==> src/rtl/spi_frame_loader.sv <==
// spi_frame_loader: parses the byte stream from the SPI receiver into
// framebuffer writes, brightness updates and buffer-swap requests.
// Optional build macro FRAME_CRC_EN adds a trailing XOR checksum byte
// per frame; the swap is issued only when the checksum matches.
module spi_frame_loader #(
  parameter int ADDR_W      = 11,
  parameter int FRAME_BYTES = 2048
) (
  input  logic              clk,
  input  logic              reset,
  input  logic [7:0]        data_in,
  input  logic              data_valid,
  input  logic              ce,
  output logic              fb_we,
  output logic [ADDR_W-1:0] fb_addr,
  output logic [7:0]        fb_data,
  output logic [7:0]        brightness,
  output logic              swap,
  output logic              frame_done,
  output logic              err,
  output logic              busy
);

  localparam logic [ADDR_W-1:0] LAST_IDX = ADDR_W'(FRAME_BYTES - 1);

`ifdef FRAME_CRC_EN
  typedef enum logic [1:0] {IDLE, PIXELS, BRIGHT, CHECK} state_t;
`else
  typedef enum logic [1:0] {IDLE, PIXELS, BRIGHT} state_t;
`endif

  state_t            state_reg, state_next;
  logic [ADDR_W-1:0] cnt_reg, cnt_next;
  logic [ADDR_W-1:0] addr_reg, addr_next;
  logic [7:0]        data_reg, data_next;
  logic [7:0]        bright_reg, bright_next;
  logic              we_reg, we_next;
  logic              swap_reg, swap_next;
  logic              done_reg, done_next;
  logic              err_reg, err_next;
  logic              busy_reg;
`ifdef FRAME_CRC_EN
  logic [7:0]        acc_reg, acc_next;
`endif

  // ce crosses from the SPI domain; ce_sync_d remembers the previous
  // synchronised level so a falling edge can be detected.
  logic ce_meta_reg, ce_sync_reg, ce_sync_d_reg;
  logic ce_fall;
  logic accept;

  // Two-flop synchroniser plus one delay stage for edge detection.
  always_ff @(posedge clk) begin
    if (reset) begin
      ce_meta_reg   <= 1'b0;
      ce_sync_reg   <= 1'b0;
      ce_sync_d_reg <= 1'b0;
    end else begin
      ce_meta_reg   <= ce;
      ce_sync_reg   <= ce_meta_reg;
      ce_sync_d_reg <= ce_sync_reg;
    end
  end

  assign ce_fall = ce_sync_d_reg & ~ce_sync_reg;
  // Bytes only count while the chip is selected (synchronised view).
  assign accept  = data_valid & ce_sync_reg;

  // State and registered outputs.
  always_ff @(posedge clk) begin
    if (reset) begin
      state_reg  <= IDLE;
      cnt_reg    <= '0;
      addr_reg   <= '0;
      data_reg   <= '0;
      bright_reg <= 8'hFF;
      we_reg     <= 1'b0;
      swap_reg   <= 1'b0;
      done_reg   <= 1'b0;
      err_reg    <= 1'b0;
      busy_reg   <= 1'b0;
`ifdef FRAME_CRC_EN
      acc_reg    <= '0;
`endif
    end else begin
      state_reg  <= state_next;
      cnt_reg    <= cnt_next;
      addr_reg   <= addr_next;
      data_reg   <= data_next;
      bright_reg <= bright_next;
      we_reg     <= we_next;
      swap_reg   <= swap_next;
      done_reg   <= done_next;
      err_reg    <= err_next;
      busy_reg   <= (state_next != IDLE);
`ifdef FRAME_CRC_EN
      acc_reg    <= acc_next;
`endif
    end
  end

  // Next-state and next-output decode; an abort outranks any byte.
  always_comb begin
    state_next  = state_reg;
    cnt_next    = cnt_reg;
    addr_next   = addr_reg;
    data_next   = data_reg;
    bright_next = bright_reg;
    we_next     = 1'b0;
    swap_next   = 1'b0;
    done_next   = 1'b0;
    err_next    = 1'b0;
`ifdef FRAME_CRC_EN
    acc_next    = acc_reg;
`endif
    if (ce_fall && state_reg != IDLE) begin
      state_next = IDLE;
      err_next   = 1'b1;
    end else if (accept) begin
      case (state_reg)
        IDLE: begin
          if (data_in == 8'hA0) begin
            cnt_next   = '0;
            state_next = PIXELS;
`ifdef FRAME_CRC_EN
            acc_next   = '0;
`endif
          end else if (data_in == 8'hB0) begin
            state_next = BRIGHT;
          end else if (data_in != 8'h00) begin
            err_next = 1'b1;
          end
        end
        PIXELS: begin
          we_next   = 1'b1;
          addr_next = cnt_reg;
          data_next = data_in;
`ifdef FRAME_CRC_EN
          acc_next  = acc_reg ^ data_in;
`endif
          if (cnt_reg == LAST_IDX) begin
`ifdef FRAME_CRC_EN
            state_next = CHECK;
`else
            swap_next  = 1'b1;
            done_next  = 1'b1;
            state_next = IDLE;
`endif
          end else begin
            cnt_next = cnt_reg + ADDR_W'(1);
          end
        end
        BRIGHT: begin
          bright_next = data_in;
          state_next  = IDLE;
        end
`ifdef FRAME_CRC_EN
        CHECK: begin
          if (data_in == acc_reg) begin
            swap_next = 1'b1;
            done_next = 1'b1;
          end else begin
            err_next = 1'b1;
          end
          state_next = IDLE;
        end
`endif
        default: state_next = IDLE;
      endcase
    end
  end

  assign fb_we      = we_reg;
  assign fb_addr    = addr_reg;
  assign fb_data    = data_reg;
  assign brightness = bright_reg;
  assign swap       = swap_reg;
  assign frame_done = done_reg;
  assign err        = err_reg;
  assign busy       = busy_reg;

endmodule

==> config.mk <==
export PLATFORM = sky130hd
export DESIGN_NAME = spi_frame_loader
export DESIGN_NICKNAME = d
export VERILOG_FILES = /design/src/rtl/spi_frame_loader.sv
export SDC_FILE = /design/constraint.sdc
export NUM_CORES = 1
export LEC_CHECK = 0
export ABC_AREA = 1
export BUFFER_PORTS_ARGS = -buffer_cell sky130_fd_sc_hd__buf_2
export CAP_MARGIN = 20
export CORE_MARGIN = 2
export CORE_UTILIZATION = 57
export CTS_CLUSTER_DIAMETER = 120
export CTS_CLUSTER_SIZE = 30
export DETAILED_ROUTE_END_ITERATION = 6
export PLACE_DENSITY = 0.83
export SETUP_SLACK_MARGIN = 0.15
export SLEW_MARGIN = 20
export SYNTH_ARGS = -nofsm -noshare
export SYNTH_HDL_FRONTEND = slang
export SYNTH_SLANG_ARGS = --single-unit
==> constraint.sdc <==
create_clock -name clk -period 4 [get_ports clk]
set_input_delay 0.4 -clock clk [delete_from_list [all_inputs] [get_ports clk]]
set_output_delay 0.4 -clock clk [all_outputs]
set_load 0.005 [all_outputs]
# After elaboration in Yosys (flattened, before gate mapping)
# Cells that the tools add are included.
[word_totals]
rom_bits = 0
reg_bits = 47
wordCells = 54
ramBits = 0
memories = 0
output_inout_bits = 32
latch_bits = 0
[classes]
n_reduce_logical = 11
magnitude_cmp = 0
muxes = 17
div_mod_pow = 0
addsub = 1
mul = 0
shifts = 0
bitwise = 6
eq_ne = 7
[ops]
columns = ["operator", "n"]
rows = [
  ["2-to-1 mux 11 bit", 2],
  ["one-hot mux 11 bit (2 select lines)", 1],
  ["equality test 8 bit, second input constant", 2],
  ["adder 11 x 1 -> 11 bit, second input constant", 1],
  ["equality test 11 bit, second input constant", 1],
  ["2-to-1 mux 2 bit", 5],
  ["2-to-1 mux 1 bit", 8],
  ["nonzero test 8 bit", 1],
  ["AND reduction 3 bit", 2],
  ["nonzero test 2 bit", 3],
  ["AND reduction 5 bit", 1],
  ["inequality test 2 bit, second input constant", 2],
  ["inverter 1 bit", 4],
  ["one-hot mux 2 bit (2 select lines)", 1],
  ["OR reduction 4 bit", 1],
  ["OR reduction 3 bit", 1],
  ["AND 1 bit", 2],
  ["equality test 2 x 1 -> 1 bit, second input constant", 1],
  ["equality test 2 bit, second input constant", 1],
  ["logical NOT 2 bit", 1],
  ["logical AND 1 bit", 1],
]

# Logic depth before layout (Yosys ltp)
# Gate-level depths: netlist of run 1.
[logic_depth]
depth_word = 7
mapped_depth = 9
ltp_nobuf = 9

# Least setup slack after synthesis of run 1
# Ideal clock, no wire load.
[synth_path]
path_kind = "register -> register"
startpoint = "register cnt_reg[0]"
endpoint = "register cnt_reg[2]"
path_stages_with_launch = 9
slack_ns = 2.588
required_ns = 3.932
setup_time_ns = 0.068
arrival_ns = 1.344
path_buffers = 1
cell_sequence = "dfxtp_1 -> ha_1 -> inv_1 -> nor2_4 -> nand4_1 -> nand3_2 -> buf_6 -> nand2_1 -> a21oi_2"
[synth_via]
elab_chain_cells = 3
word_cells_on_any_way = 6
classes_between = "1 x add/sub; 2 x eq/ne; 2 x mux; 1 x reduce/logical"
[synth_rtl]
columns = ["item", "line", "source"]
rows = [
  ["start, declared", "33", "logic [ADDR_W-1:0] cnt_reg, cnt_next;"],
  ["start signal, assigned", "87", "cnt_reg <= cnt_next;"],
  ["adder 11 x 1 -> 11 bit or equality test 11 bit (tied branches)", "150, 141", ""],
  ["2-to-1 mux 11 bit or inequality test 2 bit (tied branches)", "-", ""],
  ["one-hot mux 11 bit (2 select lines) or AND reduction 5 bit (tied branches)", "-", ""],
]
# Parallel ways exist; a longest one is shown, timed or not. The select of a mux whose other input is x is not followed.
# A chain may end at the register's enable or synchronous reset.

# Worst setup path after layout of run 1
[layout_path]
startpoint = "register state_reg[0]"
endpoint = "register addr_reg[2], in the netlist fb_addr[2]"
[layout_via]
elab_chain_cells = 4
word_cells_on_any_way = 5
classes_between = "1 x eq/ne; 1 x bitwise; 3 x reduce/logical"
[layout_rtl]
columns = ["item", "line", "source"]
rows = [
  ["start, declared", "32", "state_t state_reg, state_next;"],
  ["start signal, assigned", "86", "state_reg <= state_next;"],
  ["nonzero test 2 bit", "116", "if (ce_fall && state_reg != IDLE) begin"],
  ["logical AND 1 bit", "116", ""],
  ["inverter 1 bit (no source line)", "-", ""],
  ["AND reduction 3 bit (no source line) (*)", "-", ""],
  ["end signal, assigned", "88", "addr_reg <= addr_next;"],
  ["end, declared", "34", "logic [ADDR_W-1:0] addr_reg, addr_next;"],
]
# Mark *: on every way between the ends. The rest lies on a longest branch, timed or not.

==> results.tsv, run 1 <==
metric	value	unit
yosysSeqAreaShare	0.473	
vias	1819	
gr-total-overflow	0	
layout.nets	327	
drc	0	
wl_per_cell	11.5	um
p_switching	0.160	mW
root_buffer	clkbuf_4	
intPower	0.608	mW
outcome	completed	
ys_seq_elements	47	
p_total	0.768	mW
sequentialPowerShare	0.614	
combPwrFrac	0.035	
dpl_cell_area	2210	um2
syn-cell-area	1990	um2
path_max_fanout	34	
place_inst	353	
min_path_type	input pin to flip-flop	
cts_hold_buf	0	
ioPinCount	44	
cts_inserted_buffers	5	
setup_viol	0	
required	4260	ps
post-route-util	0.683	
num_rows	21	
first_pass_iters	4	
area_growth	14.6	%
crit_chain	inv_2 > nor2_2 > inv_2 > nor2_4 > inv_1 > nor2_1 > nor2_1	
tightest_slew	677	ps
path_clk_slew	120	ps
period_share	0.461	
grt_usage	0.231	
numPortBuffers	43	
syn_inst	274	
timing.final.ws_setup	2160	ps
cp-start-kind	flip-flop	
cp.buffers_inverters	3	
cts_sinks	47	
synth_nets	287	
setup.worst_path.class	flip-flop to flip-flop	
whs_endpoint	ce_meta_reg	
worstHoldStart	ce	
timing.rr.end	fb_addr[2]	
max_freq	543	MHz
syn_avg_cell_area	7.26	um2
final_cells	360	
rsz0062_at_grt	no	
hold_viol	0	
ys_types	27	
dp_hpwl	2930	um
gp_congestion	0.824	
drive_gt1_frac	0.191	
cts_resized	0	
design.core.area	3340	um2
end_kind	flip-flop	
post_cts_buffers	0	
reg2reg_slack	2160	ps
place_ws	2170	ps
fin_crit	1840	ps
clkPwrFrac	0.351	
final_area	2280	um2
clk_latency	350	ps
holdWs	236	ps
timing.rr.start	state_reg[0]	
ant_nets	0	
final_max_slew_viol_count	0	
drt_iter0_markers	139	
crit_path_max_incr_delay	500	ps
p_leak	1.04	nW
fin_skew	5.88	ps
rr_worst_depth	7	
grt_pass1_wl	7360	um
grt_antenna_before_repair	0	
grt_pass1_vias	1723	
grt_max_degree	35	
tns	0	ps
htree_levels	2	
yosysWarnings	0	
wirelength	4130	um
cts_tree	built	
hold_path_depth	3	
p_sw_frac	0.208	
cap_viol_max_count	0	
critPathTopFamily	simple AND/OR/NAND/NOR gates	
worst_ep_arrival_time	2100	ps
avgViaCountPerCell	5.05	
initial_utilization	0.596	
slowest_stage	nor2_4	
relSlewSlack	0.546	
dieWidth	63.1	um
p_per_area	337	nW/um2
clockBufferDepth	2	
die_h	63.1	um
vdd_drop_max	0.000216	V
antenna_cells	0	
die-area	3980	um2
placed cells by master (no fill, tap or decap), drive strengths merged, types with 2 or more instances in the layout:
master / count
nand2: 63
dfxtp: 47
buf: 43
nor2: 43
inv: 33
a21oi: 26
o21ai: 21
nand3: 9
o211ai: 7
clkbuf: 6
nand4: 5
nor3: 3
xor2: 2
cell families (layout without fill, tap and decap cells):
| logic type | Yosys count | in the layout | share of synthesized area |
|---|---|---|---|
| buf+inv | 44 | 84 | 0.0913 |
| simple gates | 125 | 125 | 0.267 |
| xor+xnor | 3 | 3 | 0.0132 |
| flops | 47 | 47 | 0.473 |
| compound gates | 54 | 54 | 0.149 |
| fa+ha+maj | 1 | 1 | 0.00629 |
power groups by stage:
stage	clock, mW	sequential [mW]	combinational, mW
2_1_floorplan	0	0.482	0.0165
3_3_place_gp	0	0.482	0.0263
3_5_place_dp	0	0.482	0.0269
4_1_cts	0.271	0.472	0.0270
5_1_grt	0.292	0.472	0.0302
6_report	0.270	0.472	0.0268
cell usage after synthesis, drive strengths merged:
cell type  count  area share
nor2          43       0.091
nand4          5       0.016
inv           33       0.062
clkinv         1      0.0019
nand3          9       0.025
nand2         63        0.12
dfxtp         47        0.47
ha             1      0.0063
o21ai         21       0.053
nor3b          1      0.0038
xnor2          1      0.0044
o211ai         7       0.026
nor3           3      0.0075
a21oi         26       0.069
clkbuf         4      0.0075
xor2           2      0.0088
nand3b         1      0.0038
buf            6       0.020
layout make-up:
| cell class | count | area (um2) |
|---|---|---|
| Clock buffer | 6 | 41.3 |
| Clock inverter | 1 | 30.0 |
| Fill cell | 304 | 1060 |
| Inverter | 34 | 128 |
| Multi-Input combinational cell | 183 | 866 |
| Sequential cell | 47 | 941 |
| Tap cell | 46 | 57.6 |
| Timing Repair Buffer | 43 | 215 |
metal layers:
metal,global-route usage,up-vias,wire length [um],part of all wire
met2,0.386,51,1870,0.45
met3,0.0571,7,232,0.056
li1,-,954,-,-
met4,0.0944,0,67,0.016
met5,0,-,0,0
met1,0.283,807,1960,0.47
tightest hold or removal path: cells and delay by family:
family	cells	cell delay, ps
AND/OR/NAND/NOR	1	30
buffers and inverters	2	130
worst max-delay path by stage:
stage	startpoint	endpoint	cells after the start
after floorplan	cnt_reg[0]	cnt_reg[2]	8
after global placement	reset	fb_data[3]	4
after detailed placement	state_reg[0]	fb_addr[1]	7
after CTS	state_reg[0]	fb_addr[2]	7
after global routing	state_reg[0]	fb_addr[4]	7
final	state_reg[0]	fb_addr[2]	7
Note: power is estimated with default switching activity, not from simulation.
==> run 2: changes to the inputs <==
- ABC_AREA: 1 -> 0
- CORE_UTILIZATION: 57 -> 52
- PLACE_DENSITY: 0.83 -> 0.78
- clock period: 4 -> 1.7 ns (I/O delays scaled with it)
==> run 2 against run 1 <==
  * Global-route usage rose by 0.96 points
  * Die area is 3.6% higher
  * Wire length rose by 12%
  * Synthesized area shrank 5.3%
  * Register-to-register slack worse by 2100 ps
  * Cell area increased by 13%
  * Worst setup slack worse by 2100 ps
  * Clock power increased by 130%
  * Total power increased by 140%
  * Hold slack worse by 220 ps
  * Critical endpoint is now cnt_reg[9]
==> results.tsv, run 2 <==
metric	value	unit
outcome	completed	
syn-cell-area	1880	um2
place_inst	323	
wirelength	4640	um
p_per_area	712	nW/um2
ys_async_sr_fraction	0	
synth_top_area_share	0.500	
ys_types	44	
final_cells	337	
final_max_slew_viol_count	0	
root_buffer	clkbuf_4	
drc	0	
multi_input_area	981	um2
synth_top_cell_by_area	dfxtp_1	
hold_viol	0	
max_freq	599	MHz
synth_nets	230	
vdd_drop_max	0.000524	V
ys_seq_elements	47	
ant_nets	0	
synthFlopType	dfxtp_1	
end_kind	flip-flop	
cap_viol_max_count	0	
syn_inst	217	
cts_sinks	47	
area_growth	36.3	%
yosysWarnings	0	
drive_gt1_frac	0.381	
most-common-layout-cells	nand2_1, buf_2, dfxtp_1, buf_4, a21oi_1	
yosysMostFrequentCell	nand2_1	
clockBufferDepth	2	
setup_viol	0	
timing.final.ws_setup	29.8	ps
relSlewSlack	0.780	
wl_per_cell	13.8	um
avgViaCountPerCell	5.35	
grt_pass1_vias	1689	
cp-start-kind	flip-flop	
die_h	64.2	um
final_area	2570	um2
grt_max_degree	27	
synth.area.top_cells	dfxtp_1, nand2_1, a21oi_1	
grt_pass1_wl	7710	um
ioPinCount	44	
dieWidth	64.2	um
tns	0	ps
synth_edf_count	0	
yosysSeqAreaShare	0.500	
worst_ep_arrival_time	1970	ps
nFillCells	253	
cts_tree	built	
path_clk_slew	120	ps
setup.worst_path.class	flip-flop to flip-flop	
required	2000	ps
num_rows	21	
final_common_cell	nand2_1	
layout.nets	304	
p_leak	1.03	nW
htree_levels	2	
first_pass_iters	4	
period_share	0.982	
tightest_slew	329	ps
antenna_cells	0	
dp_hpwl	3120	um
synth_common_cells	nand2_1, dfxtp_1, a21oi_1	
gp_congestion	0.896	
dpl_cell_area	2330	um2
design.core.area	3420	um2
fin_skew	12.5	ps
p_total	1.83	mW
die-area	4120	um2
min_path_type	input pin to flip-flop	
place_ws	-74.9	ps
numPortBuffers	43	
gr-total-overflow	0	
syn_avg_cell_area	8.68	um2
regArea	950	um2
drt_iter0_markers	148	
path_max_fanout	6	
grt_usage	0.240	
clk_latency	360	ps
fin_crit	1670	ps
vias	1802	
initial_utilization	0.551	
rsz0062_at_grt	yes	
cts_inserted_buffers	5	
grt_antenna_before_repair	0	
## run 2: final timing paths
kind / from / to / slack, ps / cells past startpoint
max: state_reg[1] / cnt_reg[9] / 30 / 5
min: ce / ce_meta_reg / 20 / 2
max reg2reg: state_reg[1] / cnt_reg[9] / 30 / 5
min reg2reg: ce_meta_reg / ce_sync_reg / 450 / 1
## run 2: layout make-up
class | count | share of cell area
Clock inverter | 1 | 0.0117
Clock buffer | 6 | 0.0161
Multi-Input combinational cell | 156 | 0.382
Sequential cell | 47 | 0.370
Tap cell | 46 | 0.0224
Inverter | 2 | 0.00292
Timing Repair Buffer | 79 | 0.195
## run 2: stage by stage
stage	utilization	hold slack, ps
final	0.752	19.6
after global routing	0.752	18.2
after CTS	0.734	19.5
after detailed placement	0.683	391
after global placement	0.683	385
after floorplan	-	257
## run 2: logic make-up after synthesis
group | synth area share
flip-flops | 0.500
buffers and inverters | 0.0312
AND/OR/NAND/NOR | 0.271
multiplexers | 0.0425
AO/OA/AOI/OAI | 0.140
adder cells (fa/ha/maj) | 0.00664
XOR/XNOR | 0.00930
## run 2: repair_timing
item                       CTS  global route
buffers inserted             4             3
gates resized for setup     15            10
setup endpoints to repair   11            12
pin swaps                    7             6
cloned                       0             0
hold buffers                 0             0
## run 2: report_power, final
group	internal (mW)	switching, mW	total, mW
registers	1.10	0.00270	1.11
logic	0.0393	0.0528	0.0921
clock network	0.303	0.326	0.629
## run 2: metal layers
layer	track usage	vias to the layer above	wire length (um)
met5	0	-	0
li1	-	906	-
met3	0.0458	13	238
met4	0.112	0	127
met1	0.324	828	2150
met2	0.371	55	2120
## run 2: critical path, cell delays in order, from the launching register on
cell	delay, ps
dfxtp_2	360
nand3b_1	200
nor4_4	280
o21ai_2	140
or4_4	500
a21oi_1	130
